[src/rtl/marv32_instruction_fetch_buffer.sv]
// marv32 fetch stage: issues word reads over req/gnt/rvalid and queues {instr, pc}
// in a DEPTH-entry FIFO that feeds the decoder, with branch redirect and response discard.
module marv32_instruction_fetch_buffer #(
  parameter int unsigned DEPTH    = 4,
  parameter logic [31:0] RESET_PC = 32'h0000_0000
) (
  input  logic        clk_in,
  input  logic        rst_n_in,
  input  logic        ready_in,
  input  logic        branch_taken_in,
  input  logic [31:0] branch_pc_in,
  output logic        imem_req_out,
  output logic [31:0] imem_addr_out,
  input  logic        imem_gnt_in,
  input  logic        imem_rvalid_in,
  input  logic [31:0] imem_rdata_in,
  output logic [31:0] instr_out,
  output logic [31:0] pc_out,
  output logic        instr_valid_out,
  output logic        flush_out
);

  localparam int unsigned AW        = $clog2(DEPTH);
  localparam logic [31:0] NOP_INSTR = 32'h0000_0013;
  localparam logic [AW:0] DEPTH_CNT = (AW+1)'(DEPTH);
  localparam logic [AW:0] CNT_ONE   = (AW+1)'(1);
  localparam logic [AW:0] CNT_ZERO  = (AW+1)'(0);
  localparam logic [AW-1:0] PTR_ONE = AW'(1);
  localparam logic [AW-1:0] PTR_ZERO = AW'(0);

  typedef enum logic [1:0] {
    ST_REQ     = 2'd0,
    ST_WAIT    = 2'd1,
    ST_DISCARD = 2'd2
  } state_t;

  state_t        state_r;
  state_t        state_nxt_s;
  logic          req_r;
  logic [31:0]   fetch_pc_r;
  logic [31:0]   target_pc_s;
  logic [31:0]   instr_mem_r [DEPTH];
  logic [31:0]   pc_mem_r    [DEPTH];
  logic [AW-1:0] rd_ptr_r;
  logic [AW-1:0] wr_ptr_r;
  logic [AW:0]   count_r;
  logic [AW:0]   count_nxt_s;
  logic          gnt_s;
  logic          push_s;
  logic          pop_s;
  logic          head_valid_s;

  assign target_pc_s  = branch_pc_in & 32'hFFFF_FFFC;
  assign gnt_s        = req_r & imem_gnt_in;
  assign push_s       = (state_r == ST_WAIT) & imem_rvalid_in & ~branch_taken_in;
  assign head_valid_s = (count_r != CNT_ZERO) & ~branch_taken_in;
  assign pop_s        = head_valid_s & ready_in;

  assign imem_req_out  = req_r;
  assign imem_addr_out = fetch_pc_r;

  // Next FSM state; a redirect overrides normal sequencing and decides whether a response is still owed.
  always_comb begin
    state_nxt_s = state_r;
    if (branch_taken_in) begin
      case (state_r)
        ST_REQ:     state_nxt_s = gnt_s ? ST_DISCARD : ST_REQ;
        ST_WAIT:    state_nxt_s = imem_rvalid_in ? ST_REQ : ST_DISCARD;
        ST_DISCARD: state_nxt_s = imem_rvalid_in ? ST_REQ : ST_DISCARD;
        default:    state_nxt_s = ST_REQ;
      endcase
    end else begin
      case (state_r)
        ST_REQ:     state_nxt_s = gnt_s ? ST_WAIT : ST_REQ;
        ST_WAIT:    state_nxt_s = imem_rvalid_in ? ST_REQ : ST_WAIT;
        ST_DISCARD: state_nxt_s = imem_rvalid_in ? ST_REQ : ST_DISCARD;
        default:    state_nxt_s = ST_REQ;
      endcase
    end
  end

  // Next FIFO occupancy.
  always_comb begin
    count_nxt_s = count_r;
    if (branch_taken_in) begin
      count_nxt_s = CNT_ZERO;
    end else if (push_s && !pop_s) begin
      count_nxt_s = count_r + CNT_ONE;
    end else if (pop_s && !push_s) begin
      count_nxt_s = count_r - CNT_ONE;
    end else begin
      count_nxt_s = count_r;
    end
  end

  // Fetch FSM with registered request: req only when the response is guaranteed a free slot.
  always_ff @(posedge clk_in or negedge rst_n_in) begin
    if (!rst_n_in) begin
      state_r    <= ST_REQ;
      req_r      <= 1'b0;
      fetch_pc_r <= RESET_PC;
    end else begin
      state_r <= state_nxt_s;
      req_r   <= (state_nxt_s == ST_REQ) && (count_nxt_s < DEPTH_CNT);
      if (branch_taken_in) begin
        fetch_pc_r <= target_pc_s;
      end else if (gnt_s) begin
        fetch_pc_r <= fetch_pc_r + 32'd4;
      end
    end
  end

  // FIFO pointers and occupancy.
  always_ff @(posedge clk_in or negedge rst_n_in) begin
    if (!rst_n_in) begin
      rd_ptr_r <= PTR_ZERO;
      wr_ptr_r <= PTR_ZERO;
      count_r  <= CNT_ZERO;
    end else begin
      count_r <= count_nxt_s;
      if (branch_taken_in) begin
        rd_ptr_r <= PTR_ZERO;
        wr_ptr_r <= PTR_ZERO;
      end else begin
        if (push_s) begin
          wr_ptr_r <= wr_ptr_r + PTR_ONE;
        end
        if (pop_s) begin
          rd_ptr_r <= rd_ptr_r + PTR_ONE;
        end
      end
    end
  end

  // FIFO storage; in WAIT fetch_pc_r has already advanced past the outstanding word.
  always_ff @(posedge clk_in) begin
    if (push_s) begin
      instr_mem_r[wr_ptr_r] <= imem_rdata_in;
      pc_mem_r[wr_ptr_r]    <= fetch_pc_r - 32'd4;
    end
  end

  // Decoder-facing outputs: head of FIFO, or a NOP bubble when empty or redirecting.
  always_comb begin
    instr_out       = NOP_INSTR;
    pc_out          = 32'h0000_0000;
    instr_valid_out = 1'b0;
    flush_out       = 1'b1;
    if (head_valid_s) begin
      instr_out       = instr_mem_r[rd_ptr_r];
      pc_out          = pc_mem_r[rd_ptr_r];
      instr_valid_out = 1'b1;
      flush_out       = 1'b0;
    end else begin
      instr_out       = NOP_INSTR;
      pc_out          = 32'h0000_0000;
      instr_valid_out = 1'b0;
      flush_out       = 1'b1;
    end
  end

endmodule

[config.mk]
export PLATFORM = sky130hd
export DESIGN_NAME = marv32_instruction_fetch_buffer
export DESIGN_NICKNAME = d
export VERILOG_FILES = /design/src/rtl/marv32_instruction_fetch_buffer.sv
export SDC_FILE = /design/constraint.sdc
export NUM_CORES = 1
export LEC_CHECK = 0
export BUFFER_PORTS_ARGS = -buffer_cell sky130_fd_sc_hd__buf_2
export CAP_MARGIN = 20
export CELL_PAD_IN_SITES_DETAIL_PLACEMENT = 1
export CELL_PAD_IN_SITES_GLOBAL_PLACEMENT = 1
export CORE_MARGIN = 2
export CORE_UTILIZATION = 44
export CTS_CLUSTER_DIAMETER = 200
export DETAILED_ROUTE_END_ITERATION = 8
export GPL_TIMING_DRIVEN = 0
export HOLD_SLACK_MARGIN = 0.1
export PLACE_DENSITY_LB_ADDON = 0.1
export SYNTH_ARGS = -nofsm -noshare
export SYNTH_HDL_FRONTEND = slang
export SYNTH_SLANG_ARGS = --single-unit
export TNS_END_PERCENT = 100
[constraint.sdc]
create_clock -name clk_in -period 2.88 [get_ports clk_in]
set_input_delay 0.864 -clock clk_in [delete_from_list [all_inputs] [get_ports clk_in]]
set_output_delay 0.864 -clock clk_in [all_outputs]
set_load 0.01 [all_outputs]
==> flow_metrics.py, run 1 <==
metrics = {
    "route": {
        "drt-initial-drc-count": 396,
        "first_pass_iters": 4,
        "wl_per_cell_um": 21.3,
        "vias": 7497,
        "drc": 0,
        "finalWirelength_mm": 29.4,
        "antenna_left": 0,
        "avgViaCountPerCell": 5.42,
    },
    "critical_path": {
        "end_kind": "output port",
        "cp.required_ns": 2.02,
        "path_max_fanout": 6,
        "crit_type": "reg -> out",
        "startpoint_type": "register",
        "cp.arrival_ns": 2.12,
    },
    "synthesis": {
        "ys_seq_area_share_pct": 67.5,
        "synth_seq_cells": 288,
        "synth_cells": 767,
        "yosys_warnings": 0,
        "synth_top_area_share_pct": 59.5,
        "yosys-top-cells-area": "edfxtp_1 59%, mux4_2 11%, dfrtp_1 8.0%",
        "synth_ff_type": "edfxtp_1",
        "async_flop_share_pct": 13.9,
        "synthDistinctLibCells": 50,
        "syn_avg_cell_area_um2": 16.3,
        "syn_area_um2": 12500,
        "synth_edf_count": 248,
        "yosysTopAreaCell": "edfxtp_1",
    },
    "timing": {
        "tightest_slew_ns": 0.655,
        "fmax_mhz": 335,
        "rsz0062_at_grt": "true",
        "finalSetupViolCount": 57,
        "hold_violations": 0,
        "clock_skew_ns": 0.0125,
        "period_minus_slack_ns": 2.98,
        "slew_headroom_pct": 56.4,
        "post-route-period-util_pct": 103,
        "slew_viol_final": 0,
        "finalWorstSetupSlack_ns": -0.101,
    },
    "run": {
        "maxCapViolCount": 0,
    },
    "die": {
        "initial_utilization_pct": 44.8,
        "dieWidth_um": 173,
        "dieArea_um2": 29800,
        "rows": 61,
        "die_h_um": 173,
        "core-area_um2": 27900,
        "io_pins": 169,
    },
    "final_layout": {
        "area_delta_synth_final_pct": 23.1,
        "nNetsFinal": 1063,
        "mostFrequentLayoutCells": "248 x edfxtp_1, 158 x buf_2, 62 x mux4_2",
        "layout-drive-gt1-share_pct": 36.1,
        "layoutNonFillerInstCount": 1382,
        "antenna_cells": 0,
        "layout_commonest_cell": "edfxtp_1",
    },
    "global_route": {
        "grt_pass1_vias": 7962,
        "grt_usage_pct": 19.8,
        "grt_overflow_total": 0,
        "grt_pass1_wl_mm": 46.3,
        "grt_antenna_before_repair": 0,
        "grt_max_degree": 48,
    },
    "place": {
        "post-dp-hpwl_mm": 19.4,
        "globalplace.congestion": 0.742,
        "place_inst": 1314,
        "io_buffers": 162,
    },
    "power": {
        "finalPower_mw": 12.1,
        "p_leak_nw": 5.73,
        "powerDensity_nw_per_um2": 787,
        "peakVddDrop_v": 0.000359,
    },
    "clocking": {
        "htree_levels": 2,
        "cts_tree": "yes",
        "clock_sinks": 288,
        "cts-buffers-inserted": 34,
        "clk_pin_slew_ns": 0.05,
        "clock-root-buffer": "clkbuf_16",
        "cts.path.max_buffers": 3,
        "insertion_delay_ns": 0.51,
    },
    "worst_hold_path": {
        "hold_class": "in -> async",
    },
    "outcome": {
        "status": "complete, but fails checks",
        "violations": "setup timing",
    },
}
## state kept, by name, indices dropped and copies added (netlist names)
register,flops
wr_ptr_r,2
pc_mem_r,120
imem_addr_out,30
rd_ptr_r,2
count_r,3
state_r,2
instr_mem_r,128
imem_req_out,1
## timing repair
| item | CTS | global route |
|---|---|---|
| resized for setup | 55 | 37 |
| endpoints found under the setup margin | 64 | 64 |
| pin swaps | 0 | 1 |
| buffers inserted | 6 | 2 |
| cloned | 0 | 1 |
| hold buffers | 0 | 0 |
## cell usage after synthesis, types with 7 or more instances
master and n:
clkbuf_1 38, and3_1 64, edfxtp_1 248, or3_1 9
dfrtp_1 40, xnor2_1 13, or4_1 18, o21ai_0 15
ha_1 13, nor2_1 24, mux4_2 62, o31ai_1 12
o211ai_1 7, inv_1 14, and2_1 8, xor2_1 28
a31oi_1 13, nand2_1 36, buf_2 13, nand3_1 21
## through the flow
step | cell area, um2 | TNS, ns | hold slack [ns] | setup slack [ns] | utilization [%]
finish | 15400 | -2.08 | 0.175 | -0.101 | 55.2
global route | 15400 | -7.12 | 0.166 | -0.160 | 55.2
CTS | 15200 | -4.93 | 0.547 | -0.139 | 54.4
detailed placement | 13900 | -52.56 | 0.578 | -0.731 | 49.9
global placement | 13800 | -243.72 | 0.571 | -0.926 | 49.5
floorplan | 12500 | 0 | 0.543 | 0.274 | -
## logic make-up after synthesis
kind of cell | after synthesis | share of synthesized area (%)
compound gates | 56 | 2.85
xor+xnor | 41 | 2.87
fa+ha+maj | 13 | 1.30
buf+inv | 75 | 2.71
flops | 288 | 67.5
mux | 63 | 11.2
other cells | 1 | 0.0300
simple gates | 230 | 11.5
## critical path, cell delays in order (launching register included)
cell	delay, ns
dfrtp_2	0.42
buf_12	0.14
buf_4	0.14
clkbuf_16	0.15
mux4_2	0.42
and3_1	0.20
buf_2	0.14
## power by group
part / total, mW / switching [mW] / internal (mW)
sequential: 4.84 / 0.122 / 4.72
clock: 4.08 / 1.64 / 2.44
combinational: 3.21 / 1.58 / 1.62
## routing by layer
layer	GRT usage [%]	wire (um)
met1	27.9	13400
met2	33.2	14400
met3	2.88	1190
met4	4.20	392
met5	0	0
## worst paths after layout
| check | startpoint | to | slack [ns] | cells after the start |
|---|---|---|---|---|
| worst max-delay path | rd_ptr_r[0]$_DFFE_PN0P_ | instr_out[13] | -0.10 | 6 |
| worst min-delay path | rst_n_in | imem_addr_out[4]$_DFFE_PN0N_ | 0.18 | 1 |
| worst max register to register | imem_addr_out[19]$_DFFE_PN0N_ | pc_mem_r[0][30]$_DFFE_PP_ | 0.46 | 5 |
| worst min register to register | wr_ptr_r[1]$_DFFE_PN0P_ | wr_ptr_r[1]$_DFFE_PN0P_ | 0.58 | 2 |
| max in group asynchronous | rst_n_in | rd_ptr_r[1]$_DFFE_PN0P_ | 2.25 | 2 |
| min in group clk_in | branch_pc_in[16] | imem_addr_out[16]$_DFFE_PN0N_ | 0.56 | 3 |
## layout make-up
type | count | area (um2)
Buffer | 59 | 442
Tap cell | 378 | 473
Fill cell | 2718 | 12500
Timing Repair Buffer | 176 | 1110
Sequential cell | 288 | 8450
Clock inverter | 19 | 180
Inverter | 14 | 52.6
Multi-Input combinational cell | 407 | 3820
Clock buffer | 41 | 877
Power figures use the tool's default switching activity.
==> run 2: changes to the inputs <==
- CORE_UTILIZATION: 44 -> 45
- CTS_BUF_LIST: unset -> sky130_fd_sc_hd__clkbuf_8
==> run 2 against run 1 <==
The flow still finishes with violations (setup timing). Die area down 2.2%. Clock-buffer cell count rose by 11. Clock power fell by 12%. Highest routed layer unchanged. Sequential share of layout area shrank 0.52 points. Sequential cell count unchanged. Register-to-register slack got worse by 0.04 ns. Sequential power is essentially flat. Hold slack got worse by 0.011 ns. Non-clock buffer count increased by 5. Worst setup slack got worse by 0.11 ns. Power fell by 1.0%. Global-route usage is 1.8 points higher. Largest cell class unchanged.
==> flow_metrics.py, run 2 (same netlist as run 1, synthesis figures left out) <==
metrics = {
    "outcome": {
        "status": "complete, but fails checks",
        "violations": "setup timing",
    },
    "route": {
        "finalWirelength_mm": 30.6,
        "avgViaCountPerCell": 5.43,
        "drc": 0,
        "drt-initial-drc-count": 512,
        "vias": 7695,
        "antenna_left": 0,
        "wl_per_cell_um": 21.6,
        "first_pass_iters": 5,
    },
    "global_route": {
        "grt_pass1_wl_mm": 47.9,
        "grt_usage_pct": 21.6,
        "grt_antenna_before_repair": 0,
        "grt_overflow_total": 0,
        "grt_pass1_vias": 8261,
        "grt_max_degree": 45,
    },
    "place": {
        "post-dp-hpwl_mm": 20.0,
        "place_ws_ns": -0.734,
        "globalplace.congestion": 0.738,
        "placed_cell_area_um2": 13900,
        "place_inst": 1314,
        "io_buffers": 162,
    },
    "final_layout": {
        "largest_reg_flops": 128,
        "layout-drive-gt1-share_pct": 39.2,
        "layoutNonFillerInstCount": 1416,
        "num-fill-cells": 2665,
        "antenna_cells": 0,
        "nNetsFinal": 1083,
        "top_register": "instr_mem_r",
        "mostFrequentLayoutCells": "248 x edfxtp_1, 144 x buf_2, 62 x mux4_2",
        "area_delta_synth_final_pct": 24.3,
        "final_area_um2": 15600,
        "layout_commonest_cell": "edfxtp_1",
    },
    "timing": {
        "finalSetupViolCount": 62,
        "slew_headroom_pct": 55.6,
        "hold_violations": 0,
        "period_minus_slack_ns": 3.09,
        "tightest_slew_ns": 0.666,
        "finalWorstSetupSlack_ns": -0.206,
        "fmax_mhz": 324,
        "post-route-period-util_pct": 107,
        "rsz0062_at_grt": "true",
        "clock_skew_ns": 0.0188,
        "timing.hold.ws_ns": 0.164,
        "slew_viol_final": 0,
    },
    "clocking": {
        "cts_hold_buf": 0,
        "cts.path.max_buffers": 3,
        "htree_levels": 2,
        "clock-root-buffer": "clkbuf_8",
        "cts_tree": "yes",
        "clk_pin_slew_ns": 0.07,
        "clock_sinks": 288,
        "cts-buffers-inserted": 49,
        "insertion_delay_ns": 0.55,
    },
    "critical_path": {
        "startpoint_type": "register",
        "rrSetupSlack_ns": 0.42,
        "cp.required_ns": 2.02,
        "cp.arrival_ns": 2.22,
        "crit_type": "reg -> out",
        "end_kind": "output port",
        "path_max_fanout": 3,
    },
    "die": {
        "initial_utilization_pct": 45.4,
        "dieWidth_um": 171,
        "dieArea_um2": 29200,
        "core-area_um2": 27600,
        "rows": 61,
        "die_h_um": 171,
        "io_pins": 169,
    },
    "power": {
        "p_leak_nw": 5.79,
        "powerDensity_nw_per_um2": 772,
        "finalPower_mw": 12.0,
        "peakVddDrop_v": 0.000312,
    },
    "worst_hold_path": {
        "hold_class": "in -> async",
    },
    "run": {
        "maxCapViolCount": 0,
    },
}
run 2: worst max-delay path, stage by stage, from the launching register on:
cell,delay [ns]
dfrtp_4,0.51
buf_6,0.14
buf_6,0.11
mux4_2,0.42
or3_4,0.38
buf_6,0.13
run 2: final timing paths:
path                                         start                             to  cells past startpoint
setup / recovery           rd_ptr_r[0]$_DFFE_PN0P_                   instr_out[1]                      5
hold / removal                            rst_n_in  imem_addr_out[22]$_DFFE_PN0N_                      1
setup reg to reg              state_r[1]$_DFF_PN0_    instr_mem_r[1][1]$_DFFE_PP_                      6
hold reg to reg            wr_ptr_r[1]$_DFFE_PN0P_        wr_ptr_r[1]$_DFFE_PN0P_                      2
max in group asynchronous                 rst_n_in        rd_ptr_r[0]$_DFFE_PN0P_                      2
min in group clk_in               branch_pc_in[14]  imem_addr_out[14]$_DFFE_PN0N_                      3
run 2: area by class of cell:
cell class | instances | area [um2] | share of cell area (%)
Tap cell | 378 | 473 | 3.04
Timing Repair Buffer | 181 | 1300 | 8.36
Sequential cell | 288 | 8450 | 54.3
Multi-Input combinational cell | 407 | 3880 | 25.0
Clock buffer | 52 | 716 | 4.60
Clock inverter | 37 | 239 | 1.54
Inverter | 14 | 52.6 | 0.338
Buffer | 59 | 440 | 2.83
run 2: through the flow:
stage / TNS [ns] / utilization [%]
finish: -6.27 / 56.5
global route: -10.79 / 56.5
floorplan: 0 / -
global placement: -243.75 / 50.1
CTS: -7.41 / 56.0
detailed placement: -57.00 / 50.5
run 2: timing repair:
| item | CTS | global route |
|---|---|---|
| endpoints found under the setup margin | 64 | 64 |
| buffers inserted | 8 | 2 |
| cloned | 2 | 2 |
| resized for setup | 116 | 20 |
| pin swaps | 16 | 13 |
run 2: layer usage:
metal	GRT usage [%]	part of all wire [%]	vias to the layer above	wire, um
met4	5.69	1.9	0	572
met1	29.7	45	3928	13700
met2	35.5	48	222	14800
met3	4.23	5.0	42	1550
li1	-	-	3503	-
met5	0	0	-	0
run 2: report_power, final:
group / total [mW] / internal [mW] / switching [mW]
logic: 3.56 / 1.87 / 1.69
clock network: 3.59 / 1.95 / 1.64
registers: 4.85 / 4.72 / 0.130
==> run 3: changes to the inputs <==
- CORE_ASPECT_RATIO: unset -> 1.4
- CORE_MARGIN: 2 -> unset
==> run 3 against run 2 <==
Global-route usage is 0.17 points lower. Largest power group unchanged. The flow still finishes with violations (setup timing). Combinational power is 11% lower. Highest routed layer is now met5. Sequential cell count stayed put.
==> flow_metrics.py, run 3 (same netlist as run 1, synthesis figures left out) <==
metrics = {
    "critical_path": {
        "startpoint_type": "register",
        "cp.required_ns": 2.02,
        "r2r_start": "state_r[1]$_DFF_PN0_",
        "max_stage_delay_ns": 0.50,
        "crit_buf_inv": 3,
        "cp.arrival_ns": 2.19,
        "end_kind": "output port",
        "critPathTopFamily": "multiplexers",
        "worst_r2r_endpoint": "instr_mem_r[1][11]$_DFFE_PP_",
        "crit_path_start": "rd_ptr_r[0]$_DFFE_PN0P_",
        "cpMaxStageDelayCell": "mux4_2",
        "r2r_cells": 6,
        "rrSetupSlack_ns": 0.41,
        "timing.critical_path.to": "instr_out[0]",
        "crit_type": "reg -> out",
        "worst-path-stages": 5,
        "path_max_fanout": 8,
        "path_cells": "buf_12 > buf_4 > mux4_2 > or3_4 > buf_2",
    },
    "clocking": {
        "cts_hold_buf": 0,
        "insertion_delay_ns": 0.56,
        "htree_levels": 2,
        "cts.path.max_buffers": 3,
        "cts_tree": "yes",
        "clk_pin_slew_ns": 0.07,
        "clock_sinks": 288,
        "clock-root-buffer": "clkbuf_8",
        "cts-buffers-inserted": 44,
    },
    "route": {
        "drc": 0,
        "antenna_left": 0,
        "wl_met3_mm": 1.69,
        "finalWirelength_mm": 29.4,
        "avgViaCountPerCell": 5.42,
        "first_pass_iters": 4,
        "wl_met2_mm": 15.4,
        "wl_per_cell_um": 21.2,
        "vias": 7528,
        "wl_met1_mm": 11.7,
        "drt-initial-drc-count": 260,
        "top_layer": "met5",
    },
    "timing": {
        "hold_violations": 0,
        "tns_ns": -5.44,
        "period_minus_slack_ns": 3.05,
        "finalWorstSetupSlack_ns": -0.169,
        "timing.hold.ws_ns": 0.297,
        "clock_skew_ns": 0.0189,
        "fmax_mhz": 328,
        "rsz0062_at_grt": "true",
        "post-route-period-util_pct": 106,
        "slew_viol_final": 0,
        "tightest_slew_ns": 0.698,
        "slew_headroom_pct": 53.5,
        "finalSetupViolCount": 62,
    },
    "global_route": {
        "grt_max_degree": 47,
        "grt_pass1_wl_mm": 45.3,
        "grt_overflow_total": 0,
        "grt_pass1_vias": 8158,
        "grt_antenna_before_repair": 1,
        "grt_usage_pct": 21.4,
    },
    "final_layout": {
        "top_register": "instr_mem_r",
        "mostFrequentLayoutCells": "248 x edfxtp_1, 159 x buf_2, 62 x mux4_2",
        "final_area_um2": 15300,
        "largest_reg_flops": 128,
        "area_delta_synth_final_pct": 22.5,
        "layoutNonFillerInstCount": 1390,
        "layout-drive-gt1-share_pct": 37.7,
        "final_util_pct": 56.6,
        "layout_commonest_cell": "edfxtp_1",
        "antenna_cells": 0,
        "nNetsFinal": 1073,
    },
    "worst_hold_path": {
        "hold_class": "in -> async",
    },
    "place": {
        "post-dp-hpwl_mm": 19.4,
        "placed_cell_area_um2": 13900,
        "globalplace.congestion": 0.790,
        "place_inst": 1301,
        "io_buffers": 162,
    },
    "power": {
        "p_leak_nw": 5.75,
        "peakVddDrop_v": 0.000390,
        "powerDensity_nw_per_um2": 769,
    },
    "outcome": {
        "violations": "setup timing",
        "status": "complete, but fails checks",
    },
    "die": {
        "dieArea_um2": 28500,
        "rows": 71,
        "die_h_um": 199,
        "initial_utilization_pct": 46.2,
        "core-area_um2": 27100,
        "io_pins": 169,
        "dieWidth_um": 143,
    },
    "run": {
        "maxCapViolCount": 0,
    },
}
==> run 3: through the flow <==
| stage | worst slack [ns] | power, mW |
|---|---|---|
| floorplan | 0.274 | 6.67 |
| detailed placement | -0.695 | 7.63 |
| global placement | -0.899 | 7.59 |
| global route | -0.237 | 12.3 |
| finish | -0.169 | 11.8 |
| CTS | -0.205 | 11.7 |
==> run 3: where the power goes <==
group	total [mW]	leakage, nW	switching (mW)	internal, mW
registers	4.83	2.71	0.115	4.72
logic	3.16	2.50	1.57	1.59
clock network	3.80	0.536	1.61	2.19
==> run 3: what timing repair did <==
| item | CTS | global route |
|---|---|---|
| setup endpoints to repair | 64 | 64 |
| setup buffers | 6 | 1 |
| resized for setup | 56 | 31 |
| pin swaps | 1 | 10 |
| cloned | 1 | 1 |
==> run 3: metal layers <==
metal,vias up,GRT usage (%)
met1,3823,25.4
met4,2,6.09
li1,3464,-
met3,42,4.41
met5,-,0
met2,197,39.1
==> run 3: worst min-delay path by stage <==
stage	from	end	slack, ns	depth (start not counted)
after detailed placement	wr_ptr_r[1]$_DFFE_PN0P_	wr_ptr_r[1]$_DFFE_PN0P_	0.60	2
after global routing	rst_n_in	imem_addr_out[10]$_DFFE_PN0N_	0.31	1
after CTS	branch_pc_in[6]	imem_addr_out[6]$_DFFE_PN0N_	0.46	3
after floorplan	wr_ptr_r[1]$_DFFE_PN0P_	wr_ptr_r[1]$_DFFE_PN0P_	0.54	2
after global placement	wr_ptr_r[1]$_DFFE_PN0P_	wr_ptr_r[1]$_DFFE_PN0P_	0.57	2
final	rst_n_in	imem_addr_out[10]$_DFFE_PN0N_	0.30	1
==> run 3: layout make-up <==
type	count	area, um2
plain buffers	59	419
multi-input cells	407	3820
clock inverters	29	290
fillers	2612	11800
well taps	365	457
clock buffers	52	716
inverters	14	52.6
repair buffers	176	1130
flip-flops and latches	288	8450
